<file path="src/rtl/paddle_loc_pkg.sv">
// Shared types and frame geometry for the paddle localisation stages.
package paddle_loc_pkg;

  typedef enum logic [1:0] {
    SEARCH = 2'd0,
    LOCKED = 2'd1,
    COAST  = 2'd2
  } track_state_t;

  // Frame geometry shared with the edge/colour mask merge stage.
  localparam int DEF_WIDTH  = 640;
  localparam int DEF_HEIGHT = 480;

endpackage

</file>
<file path="src/rtl/paddle_frame_accum.sv">
// Raster position tracking and per-frame bounding-box / pixel-count accumulation.
// Frame result is presented in the end-of-frame cycle, including that pixel's contribution.
module paddle_frame_accum
  import paddle_loc_pkg::*;
#(
  parameter int WIDTH  = DEF_WIDTH,
  parameter int HEIGHT = DEF_HEIGHT,
  parameter int X_W    = 10,
  parameter int Y_W    = 9,
  parameter int CNT_W  = 19
) (
  input  logic             clk,
  input  logic             reset_n,
  input  logic             pix_valid,
  input  logic             pix_mask,
  output logic             eof,
  output logic [X_W-1:0]   fr_xmin,
  output logic [X_W-1:0]   fr_xmax,
  output logic [Y_W-1:0]   fr_ymin,
  output logic [Y_W-1:0]   fr_ymax,
  output logic [CNT_W-1:0] fr_cnt
);

  logic [X_W-1:0]   col;
  logic [Y_W-1:0]   row;
  logic [X_W-1:0]   acc_xmin;
  logic [X_W-1:0]   acc_xmax;
  logic [Y_W-1:0]   acc_ymin;
  logic [Y_W-1:0]   acc_ymax;
  logic [CNT_W-1:0] acc_cnt;
  logic             last_col;
  logic             last_row;
  logic             hit;

  assign last_col = (col == X_W'(WIDTH - 1));
  assign last_row = (row == Y_W'(HEIGHT - 1));
  assign hit      = pix_valid && pix_mask;
  assign eof      = pix_valid && last_col && last_row;

  // Accumulator state merged with the current pixel
  always_comb begin
    fr_xmin = acc_xmin;
    fr_xmax = acc_xmax;
    fr_ymin = acc_ymin;
    fr_ymax = acc_ymax;
    fr_cnt  = acc_cnt;
    if (hit) begin
      if (col < acc_xmin) fr_xmin = col;
      if (col > acc_xmax) fr_xmax = col;
      if (row < acc_ymin) fr_ymin = row;
      if (row > acc_ymax) fr_ymax = row;
      fr_cnt = acc_cnt + CNT_W'(1);
    end
  end

  always_ff @(posedge clk) begin
    if (!reset_n) begin
      col      <= '0;
      row      <= '0;
      acc_xmin <= '1;
      acc_xmax <= '0;
      acc_ymin <= '1;
      acc_ymax <= '0;
      acc_cnt  <= '0;
    end else if (pix_valid) begin
      if (last_col) begin
        col <= '0;
        row <= last_row ? '0 : row + Y_W'(1);
      end else begin
        col <= col + X_W'(1);
      end
      if (eof) begin
        acc_xmin <= '1;
        acc_xmax <= '0;
        acc_ymin <= '1;
        acc_ymax <= '0;
        acc_cnt  <= '0;
      end else begin
        acc_xmin <= fr_xmin;
        acc_xmax <= fr_xmax;
        acc_ymin <= fr_ymin;
        acc_ymax <= fr_ymax;
        acc_cnt  <= fr_cnt;
      end
    end
  end

endmodule

</file>
<file path="src/rtl/paddle_bbox_tracker.sv">
// Per-frame paddle bounding box with a search/locked/coast debounce FSM.
// All results update together one cycle after the end-of-frame pixel.
module paddle_bbox_tracker
  import paddle_loc_pkg::*;
#(
  parameter int WIDTH      = DEF_WIDTH,
  parameter int HEIGHT     = DEF_HEIGHT,
  parameter int X_W        = 10,
  parameter int Y_W        = 9,
  parameter int CNT_W      = 19,
  parameter int MIN_PIXELS = 64,
  parameter int MISS_LIMIT = 3
) (
  input  logic             clk,
  input  logic             reset_n,
  input  logic             pix_valid,
  input  logic             pix_mask,
  output logic             frame_done,
  output logic             box_valid,
  output logic [X_W-1:0]   x_min,
  output logic [X_W-1:0]   x_max,
  output logic [Y_W-1:0]   y_min,
  output logic [Y_W-1:0]   y_max,
  output logic [X_W-1:0]   x_center,
  output logic [Y_W-1:0]   y_center,
  output logic [CNT_W-1:0] pix_count,
  output logic [1:0]       track_state
);

  localparam int MISS_W = (MISS_LIMIT < 2) ? 1 : $clog2(MISS_LIMIT + 1);
  localparam logic [MISS_W:0] MISS_LIM_V = (MISS_W + 1)'(MISS_LIMIT);

  logic             eof;
  logic [X_W-1:0]   fr_xmin;
  logic [X_W-1:0]   fr_xmax;
  logic [Y_W-1:0]   fr_ymin;
  logic [Y_W-1:0]   fr_ymax;
  logic [CNT_W-1:0] fr_cnt;

  paddle_frame_accum #(
    .WIDTH  (WIDTH),
    .HEIGHT (HEIGHT),
    .X_W    (X_W),
    .Y_W    (Y_W),
    .CNT_W  (CNT_W)
  ) u_accum (
    .clk       (clk),
    .reset_n   (reset_n),
    .pix_valid (pix_valid),
    .pix_mask  (pix_mask),
    .eof       (eof),
    .fr_xmin   (fr_xmin),
    .fr_xmax   (fr_xmax),
    .fr_ymin   (fr_ymin),
    .fr_ymax   (fr_ymax),
    .fr_cnt    (fr_cnt)
  );

  track_state_t      state;
  track_state_t      state_nxt;
  logic [MISS_W-1:0] miss_cnt;
  logic [MISS_W-1:0] miss_nxt;
  logic [MISS_W:0]   miss_inc;
  logic              detected;
  logic              box_load;
  logic              box_clear;
  logic [X_W:0]      x_sum;
  logic [Y_W:0]      y_sum;

  // An empty frame never counts, even with a zero threshold
  assign detected = (fr_cnt != '0) && (fr_cnt >= CNT_W'(MIN_PIXELS));
  assign miss_inc = {1'b0, miss_cnt} + (MISS_W + 1)'(1);
  assign x_sum    = {1'b0, fr_xmin} + {1'b0, fr_xmax};
  assign y_sum    = {1'b0, fr_ymin} + {1'b0, fr_ymax};

  always_ff @(posedge clk) begin
    if (!reset_n) begin
      state    <= SEARCH;
      miss_cnt <= '0;
    end else begin
      state    <= state_nxt;
      miss_cnt <= miss_nxt;
    end
  end

  always_comb begin
    state_nxt = state;
    miss_nxt  = miss_cnt;
    box_load  = 1'b0;
    box_clear = 1'b0;
    if (eof) begin
      case (state)
        SEARCH: begin
          if (detected) begin
            state_nxt = LOCKED;
            box_load  = 1'b1;
          end else begin
            box_clear = 1'b1;
          end
          miss_nxt = '0;
        end
        LOCKED: begin
          if (detected) begin
            box_load = 1'b1;
            miss_nxt = '0;
          end else if (MISS_LIMIT == 0) begin
            state_nxt = SEARCH;
            box_clear = 1'b1;
            miss_nxt  = '0;
          end else begin
            state_nxt = COAST;
            miss_nxt  = MISS_W'(1);
          end
        end
        COAST: begin
          if (detected) begin
            state_nxt = LOCKED;
            box_load  = 1'b1;
            miss_nxt  = '0;
          end else if (miss_inc >= MISS_LIM_V) begin
            state_nxt = SEARCH;
            box_clear = 1'b1;
            miss_nxt  = '0;
          end else begin
            miss_nxt = miss_inc[MISS_W-1:0];
          end
        end
        default: begin
          state_nxt = SEARCH;
          box_clear = 1'b1;
          miss_nxt  = '0;
        end
      endcase
    end
  end

  // Output registers: one cycle after the end-of-frame pixel
  always_ff @(posedge clk) begin
    if (!reset_n) begin
      frame_done <= 1'b0;
      pix_count  <= '0;
      x_min      <= '0;
      x_max      <= '0;
      y_min      <= '0;
      y_max      <= '0;
      x_center   <= '0;
      y_center   <= '0;
    end else begin
      frame_done <= eof;
      if (eof) pix_count <= fr_cnt;
      if (box_load) begin
        x_min    <= fr_xmin;
        x_max    <= fr_xmax;
        y_min    <= fr_ymin;
        y_max    <= fr_ymax;
        x_center <= x_sum[X_W:1];
        y_center <= y_sum[Y_W:1];
      end else if (box_clear) begin
        x_min    <= '0;
        x_max    <= '0;
        y_min    <= '0;
        y_max    <= '0;
        x_center <= '0;
        y_center <= '0;
      end
    end
  end

  assign track_state = state;
  assign box_valid   = (state != SEARCH);

endmodule

</file>
<file path="config.mk">
export PLATFORM = sky130hd
export DESIGN_NAME = paddle_bbox_tracker
export DESIGN_NICKNAME = d
export VERILOG_FILES = /design/src/rtl/paddle_loc_pkg.sv /design/src/rtl/paddle_frame_accum.sv /design/src/rtl/paddle_bbox_tracker.sv
export SDC_FILE = /design/constraint.sdc
export NUM_CORES = 1
export LEC_CHECK = 0
export ABC_AREA = 1
export CORE_ASPECT_RATIO = 1.5
export CORE_MARGIN = 2
export CORE_UTILIZATION = 50
export CTS_CLUSTER_SIZE = 16
export DETAILED_ROUTE_END_ITERATION = 8
export GPL_ROUTABILITY_DRIVEN = 1
export GPL_TIMING_DRIVEN = 1
export HOLD_SLACK_MARGIN = 0.02
export PLACE_DENSITY = 0.84
export REMOVE_ABC_BUFFERS = 1
export SETUP_SLACK_MARGIN = 0.1
export SYNTH_ARGS = -nofsm -noshare
export SYNTH_HDL_FRONTEND = slang
export SYNTH_SLANG_ARGS = --single-unit
export TNS_END_PERCENT = 1
</file>
<file path="constraint.sdc">
create_clock -name clk -period 8 [get_ports clk]
set_clock_uncertainty 0.15 [all_clocks]
set_input_delay 1.2 -clock clk [delete_from_list [all_inputs] [get_ports clk]]
set_output_delay 1.2 -clock clk [all_outputs]
set_load 0.02 [all_outputs]
</file>
# Yosys cells after proc, flatten, opt, wreduce, memory -nomap -nowiden
# Index checks and enable logic that the tools add are counted.
# op_classes
eq_ne	7
n_addsub	6
reduce_logical	11
shifts	0
div	0
n_bitwise	0
magnitude_cmp	6
n_mul	0
muxes	41
# op_table
operator	n
$mux 10	11
$mux 9	11
$mux 19	2
$add 19x1->19 const B	1
$ge 19x7->1 const B	1
$reduce_bool 19->1	1
$mux 2	6
$add 10x10->11	1
$add 10x1->10 const B	1
$add 9x9->10	1
$eq 10x10->1 const B	1
$gt 10x10->1	1
$lt 10x10->1	1
$add 9x1->9 const B	1
$eq 9x9->1 const B	1
$gt 9x9->1	1
$lt 9x9->1	1
$mux 1	8
$pmux 2 s3	1
$logic_and 1x1->1	4
$ne 2x2->1 const B	2
$pmux 2 s2	1
$reduce_and 4->1	1
$reduce_bool 2->1	2
9 further kinds	9
# word_totals
out_inout_bits	80
input_bits	4
elab_cells	88
ff_bits	157
ram_bits	0
mem_bits_ro	0
memories	0
latch_bits	0

# Depth between registers and ports, before layout
# depth
depth_word	9
ltp_mapped	25
depth_no_buf	25

# Cells and area by module
# From an unflattened synthesis, not the netlist that was laid out.
# hier_totals
hier_cells	1280
hier_area_um2	8904.8
# modules_own_cells
mod	instances	seq_area_each_um2	cells_each	area_per_inst_um2
paddle_frame_accum	1	1521.5	735	4880.9
paddle_bbox_tracker	1	1621.6	545	4023.9

# Worst setup path before layout
# No wires, ideal clock.
# synth_path
path_type	input to register
startpoint	in pix_mask
endpoint	reg x_center[5]
setup_slack_ns	4.260
t_arrival_ns	3.478
stages	20
setup_ns	0.113
t_required_ns	7.737
n_path_buf	2
path_cell_list	nand2_2 -> buf_6 -> nor2_1 -> o211ai_1 -> clkbuf_1 -> nand2_1 -> o21ai_0 -> inv_1 -> nand2_1 -> inv_1 -> fa_1 -> a21oi_1 -> o21bai_1 -> a21oi_1 -> nor2_1 -> nor2_1 -> xor2_1 -> nor3_1 -> nor2_1 -> nor2_1
# synth_between
elab_chain_len	8
word_cells_on_any_way	17
classes_between	add/sub (1); order compare (1); mux (11); reduce/logical (4)
# synth_lines
item	line	text
start, declared	paddle_bbox_tracker.sv:17	input logic pix_mask,
$logic_and 1x1->1 *	paddle_frame_accum.sv:37	assign hit = pix_valid && pix_mask;
$mux 19	paddle_frame_accum.sv:47	if (hit) begin
$ge 19x7->1 or $reduce_bool 19->1 (tied branches)	paddle_bbox_tracker.sv:71	assign detected = (fr_cnt != '0) && (fr_cnt >= CNT_W'(MIN_PIXELS));
$logic_and 1x1->1	paddle_bbox_tracker.sv:71	
$mux 1 (on tied branches)	paddle_bbox_tracker.sv:116, paddle_bbox_tracker.sv:94, paddle_bbox_tracker.sv:103	
$pmux 1 s3 or $mux 1 (tied branches)	-	
$mux 1	paddle_bbox_tracker.sv:91	if (eof) begin
$reduce_bool 2->1 (no line) or $mux 10 (tied branches)	-	
end signal, assigned	paddle_bbox_tracker.sv:156	x_center <= x_sum[X_W:1];
end, declared	paddle_bbox_tracker.sv:24	output logic [X_W-1:0] x_center,
# Every way passes the cells marked *; elsewhere a longest branch is shown, timed or not.
# A chain may end at the register's enable or synchronous reset.

# Final worst setup path
# layout_path
startpoint	in pix_valid
endpoint	reg x_center[7]
# layout_between
elab_chain_len	8
word_cells_on_any_way	19
classes_between	add/sub (1); order compare (1); mux (11); reduce/logical (6)
# layout_lines
item	line	text
start, declared	paddle_bbox_tracker.sv:16	input logic pix_valid,
$logic_and 1x1->1	paddle_frame_accum.sv:37	
$mux 19	paddle_frame_accum.sv:47	
$ge 19x7->1 or $reduce_bool 19->1 (tied branches)	paddle_bbox_tracker.sv:71	
$logic_and 1x1->1	paddle_bbox_tracker.sv:71	
$mux 1 (on tied branches)	paddle_bbox_tracker.sv:116, paddle_bbox_tracker.sv:94, paddle_bbox_tracker.sv:103	
$pmux 1 s3 or $mux 1 (tied branches)	-	
$mux 1	paddle_bbox_tracker.sv:91	
$reduce_bool 2->1 (no line) or $mux 10 (tied branches)	-	
# Parallel ways exist; a longest one is shown, timed or not.

==> impl_summary.log <==
INFO  metric outcome = completed
INFO  metric grt_resource_usage_total = 23.1%
INFO  metric final_period_minus_worst_setup_slack = 4760 ps
INFO  metric wire_length_of_the_first_global_routing_pass = 32,900 um
INFO  metric number_of_clock_sinks = 157
INFO  metric critical_path_arrival = 4970 ps
INFO  metric cts_inserted_buffers = 17
INFO  metric core-area = 16,100 sq um
INFO  metric synth_sequential_area_ratio = 38.4%
INFO  metric clock_tree.root_cell = clkbuf_16
INFO  metric grt_pass1_vias = 7,395
INFO  metric synth_top_flop_cell = dfxtp_1
INFO  metric cts_buffer_depth = 2
INFO  metric fp.dieArea = 17,500 sq um
INFO  metric timing_max_transition_violations_final = 0
INFO  metric endpoint_kind = register
INFO  metric power_frac_clock = 28.9%
INFO  metric netlist.area_leader.share = 38.4%
INFO  metric synth-warning-count = 0
INFO  metric io_pins = 84
INFO  metric reg2regPathDepth = 19
INFO  metric pwr-share-seq = 30.9%
INFO  metric rsz0062_at_grt = false
INFO  metric yosysTopAreaCell = dfxtp_1
INFO  metric final_layout_size_suffix_gt1_share = 4.81%
INFO  metric antenna_found_initial = 0
INFO  metric power.share.combinational = 40.1%
INFO  metric postSynthCellCount = 1,146
INFO  metric gpl_wtd_cong = 0.938
INFO  metric synth_edf_count = 0
INFO  metric antennaDiodeCount = 0
INFO  metric max_freq = 210 MHz
INFO  metric timing_worst_setup_path_type = in2reg
INFO  metric leakagePower = 4.31 nW
INFO  metric dr_iter_0_viols = 475
INFO  metric tightestPinTransition = 1200 ps
INFO  metric routedWlPerCell = 13.5 um
INFO  metric netSwitchingFraction = 38.2%
INFO  metric timing_hold_violations_final = 0
INFO  metric viasPerCell = 5.25
INFO  metric die_w = 109 um
INFO  metric tns = 0 ps
INFO  metric port_buffers = 83
INFO  metric vias = 7,518
INFO  metric max_cap_viol_count = 0
INFO  metric synth.distinct_cells = 43
INFO  metric synth_area = 8200 sq um
INFO  metric setup_viol = 0
INFO  metric grt_start_max_net_pins = 99
INFO  metric asyncSetResetFlopFracSynth = 0%
INFO  metric number_of_h_tree_levels = 4
INFO  metric worstHoldPathType = reg2reg
INFO  metric post-dp-hpwl = 13,900 um
INFO  metric timing.critical_path.fanout_max = 20
INFO  metric tritoncts = done
INFO  metric worstSkewPairLatency = 420 ps
INFO  metric cellPowerDensity = 282 nW/um^2
INFO  metric synth_seq_cells = 157
INFO  metric hold-path-cell-count = 2
INFO  metric finish.net_count = 1,280
INFO  metric ant_nets = 0
INFO  metric cts.repair_timing.setup_buffer_count = 0
INFO  metric rows = 57
INFO  metric power_report.internal_total = 0.00169 W
INFO  metric die_height = 161 um
INFO  metric top_post_synthesis_cells_by_area = dfxtp_1 (38%), nand2_1 (14%), ha_1 (9.3%), inv_1 (7.3%), a21oi_1 (5.1%)
INFO  metric peak_supply_drop = 157 uV
INFO  metric path_clk_slew = 60 ps
INFO  metric holdBufCountCts = 0
INFO  metric post_synth.cell_area_avg = 7.15 sq um
INFO  metric area.growth.synth_to_final = 18.3%
INFO  metric filler_cell_count = 1,445
INFO  metric critPathLaunchType = input pin
INFO  metric p_sw = 0.00105 W
INFO  metric cp_data_required_time = 8210 ps
INFO  metric drtPass1Iterations = 5
INFO  metric overflow = 0
INFO  metric max-slew-margin-rel = 19.7%
INFO  metric detail_route.drc_violations = 0
INFO  metric wirelength = 19,300 um
INFO  metric yosys-top-cells-count = nand2_1 (297), inv_1 (160), dfxtp_1 (157)
INFO  metric timing.final.crit_share = 59.5%
INFO  metric final_core_utilization = 60.1%
INFO  metric cells_resized_by_post_cts_repair = 0
INFO  metric synth_most_common_cell = nand2_1
INFO  metric initial_utilization = 50.8%
## layer usage
layer | track usage, % | wire length [um] | up-vias
met5 | 0 | 0 | -
met2 | 41.3 | 9910 | 170
met3 | 3.98 | 852 | 42
li1 | - | - | 3822
met1 | 27.0 | 8100 | 3484
met4 | 8.92 | 462 | 0
## cells by family (layout without fill, tap and decap cells)
group / Yosys count / after routing / share of synthesized area (%)
AND/OR/NAND/NOR: 523 / 523 / 27.5
buffers and inverters: 201 / 281 / 9.91
AO/OA/AOI/OAI: 180 / 180 / 12.2
flip-flops: 157 / 157 / 38.4
adder cells (fa/ha/maj): 62 / 62 / 9.56
XOR/XNOR: 22 / 22 / 2.35
multiplexers: 1 / 1 / 0.122
## power by group through the flow
| stage | Combinational, W | Sequential, W | Clock [W] |
|---|---|---|---|
| 2_1_floorplan | 0.000851 | 0.000858 | 0 |
| 3_3_place_gp | 0.00102 | 0.000861 | 0 |
| 3_5_place_dp | 0.00106 | 0.000864 | 0 |
| 4_1_cts | 0.00109 | 0.000847 | 0.000800 |
| 5_1_grt | 0.00125 | 0.000852 | 0.000832 |
| 6_report | 0.00110 | 0.000847 | 0.000792 |
## worst max-delay path: stages
cell and delay (ps):
clkdlybuf4s50_1 580, nand2_2 280, inv_1 220, nand3_1 490
o21ai_0 560, nand2_1 170, inv_1 100, fa_1 200
a21oi_1 80, o21bai_1 280, nand4_1 140, o211ai_1 150
xnor2_1 100, nor3_1 200, nor2_1 80, nor2_1 130
## state kept, by name, summed over array words and instances (netlist names)
| name | count |
|---|---|
| miss_cnt | 2 |
| u_accum.acc_xmax | 10 |
| y_min | 9 |
| u_accum.col | 10 |
| x_max | 10 |
| u_accum.row | 9 |
| u_accum.acc_ymax | 9 |
| y_center | 9 |
| pix_count | 19 |
| u_accum.acc_ymin | 9 |
| frame_done | 1 |
| x_min | 10 |
| y_max | 9 |
| u_accum.acc_xmin | 10 |
| u_accum.acc_cnt | 19 |
| track_state | 2 |
| x_center | 10 |
## worst paths after layout
check,slack [ps],endpoint,start
max,3240,x_center[7],pix_valid
max reg2reg,3740,x_center[7],u_accum.col[9]
min reg2reg,310,y_min[3],y_min[3]
min,310,y_min[3],y_min[3]
## through the flow
step                cell area [sq um]  worst slack, ps  hold slack [ps]  std cells  total power [W]
floorplan                        7990             4110              295       1107          0.00171
detailed placement               9120             2950              300       1401          0.00192
CTS                              9690             3320              310       1432          0.00274
global placement                 9120             3080              291       1401          0.00188
global route                     9690             2830              327       1432          0.00294
finish                           9690             3240              311       1432          0.00274
## placed cells by master, fill, tap and decap left out, drive strengths merged, types with 2 or more instances in the layout
| master | synthesis | routed |
|---|---|---|
| nand3b | 3 | 3 |
| clkinv | 1 | 7 |
| clkdlybuf4s50 | 0 | 83 |
| nor3b | 3 | 3 |
| clkbuf | 27 | 21 |
| a211oi | 4 | 4 |
| clkinvlp | 0 | 2 |
| nand4 | 11 | 11 |
| nand3 | 62 | 62 |
| o22ai | 2 | 2 |
| nor3 | 58 | 58 |
| buf | 12 | 5 |
| a21oi | 91 | 91 |
| o21ai | 62 | 62 |
| bufinv | 0 | 2 |
| inv | 161 | 161 |
| nor4 | 6 | 6 |
| dfxtp | 157 | 157 |
| o21bai | 3 | 3 |
| o211ai | 4 | 4 |
| xnor2 | 9 | 9 |
| ha | 61 | 61 |
| xor2 | 13 | 13 |
| nand2 | 306 | 306 |
| o21a | 8 | 8 |
| nor2 | 71 | 71 |
| a31oi | 3 | 3 |
## cell type report
class,instances,area [sq um],share of cell area [%]
Inverter,162,608,6.27
Clock inverter,10,116,1.20
Tap cell,206,258,2.66
Multi-Input combinational cell,788,4240,43.7
Timing Repair Buffer,88,868,8.96
Clock buffer,21,460,4.75
Sequential cell,157,3140,32.4
No activity file was read; power rests on OpenSTA's default activity.
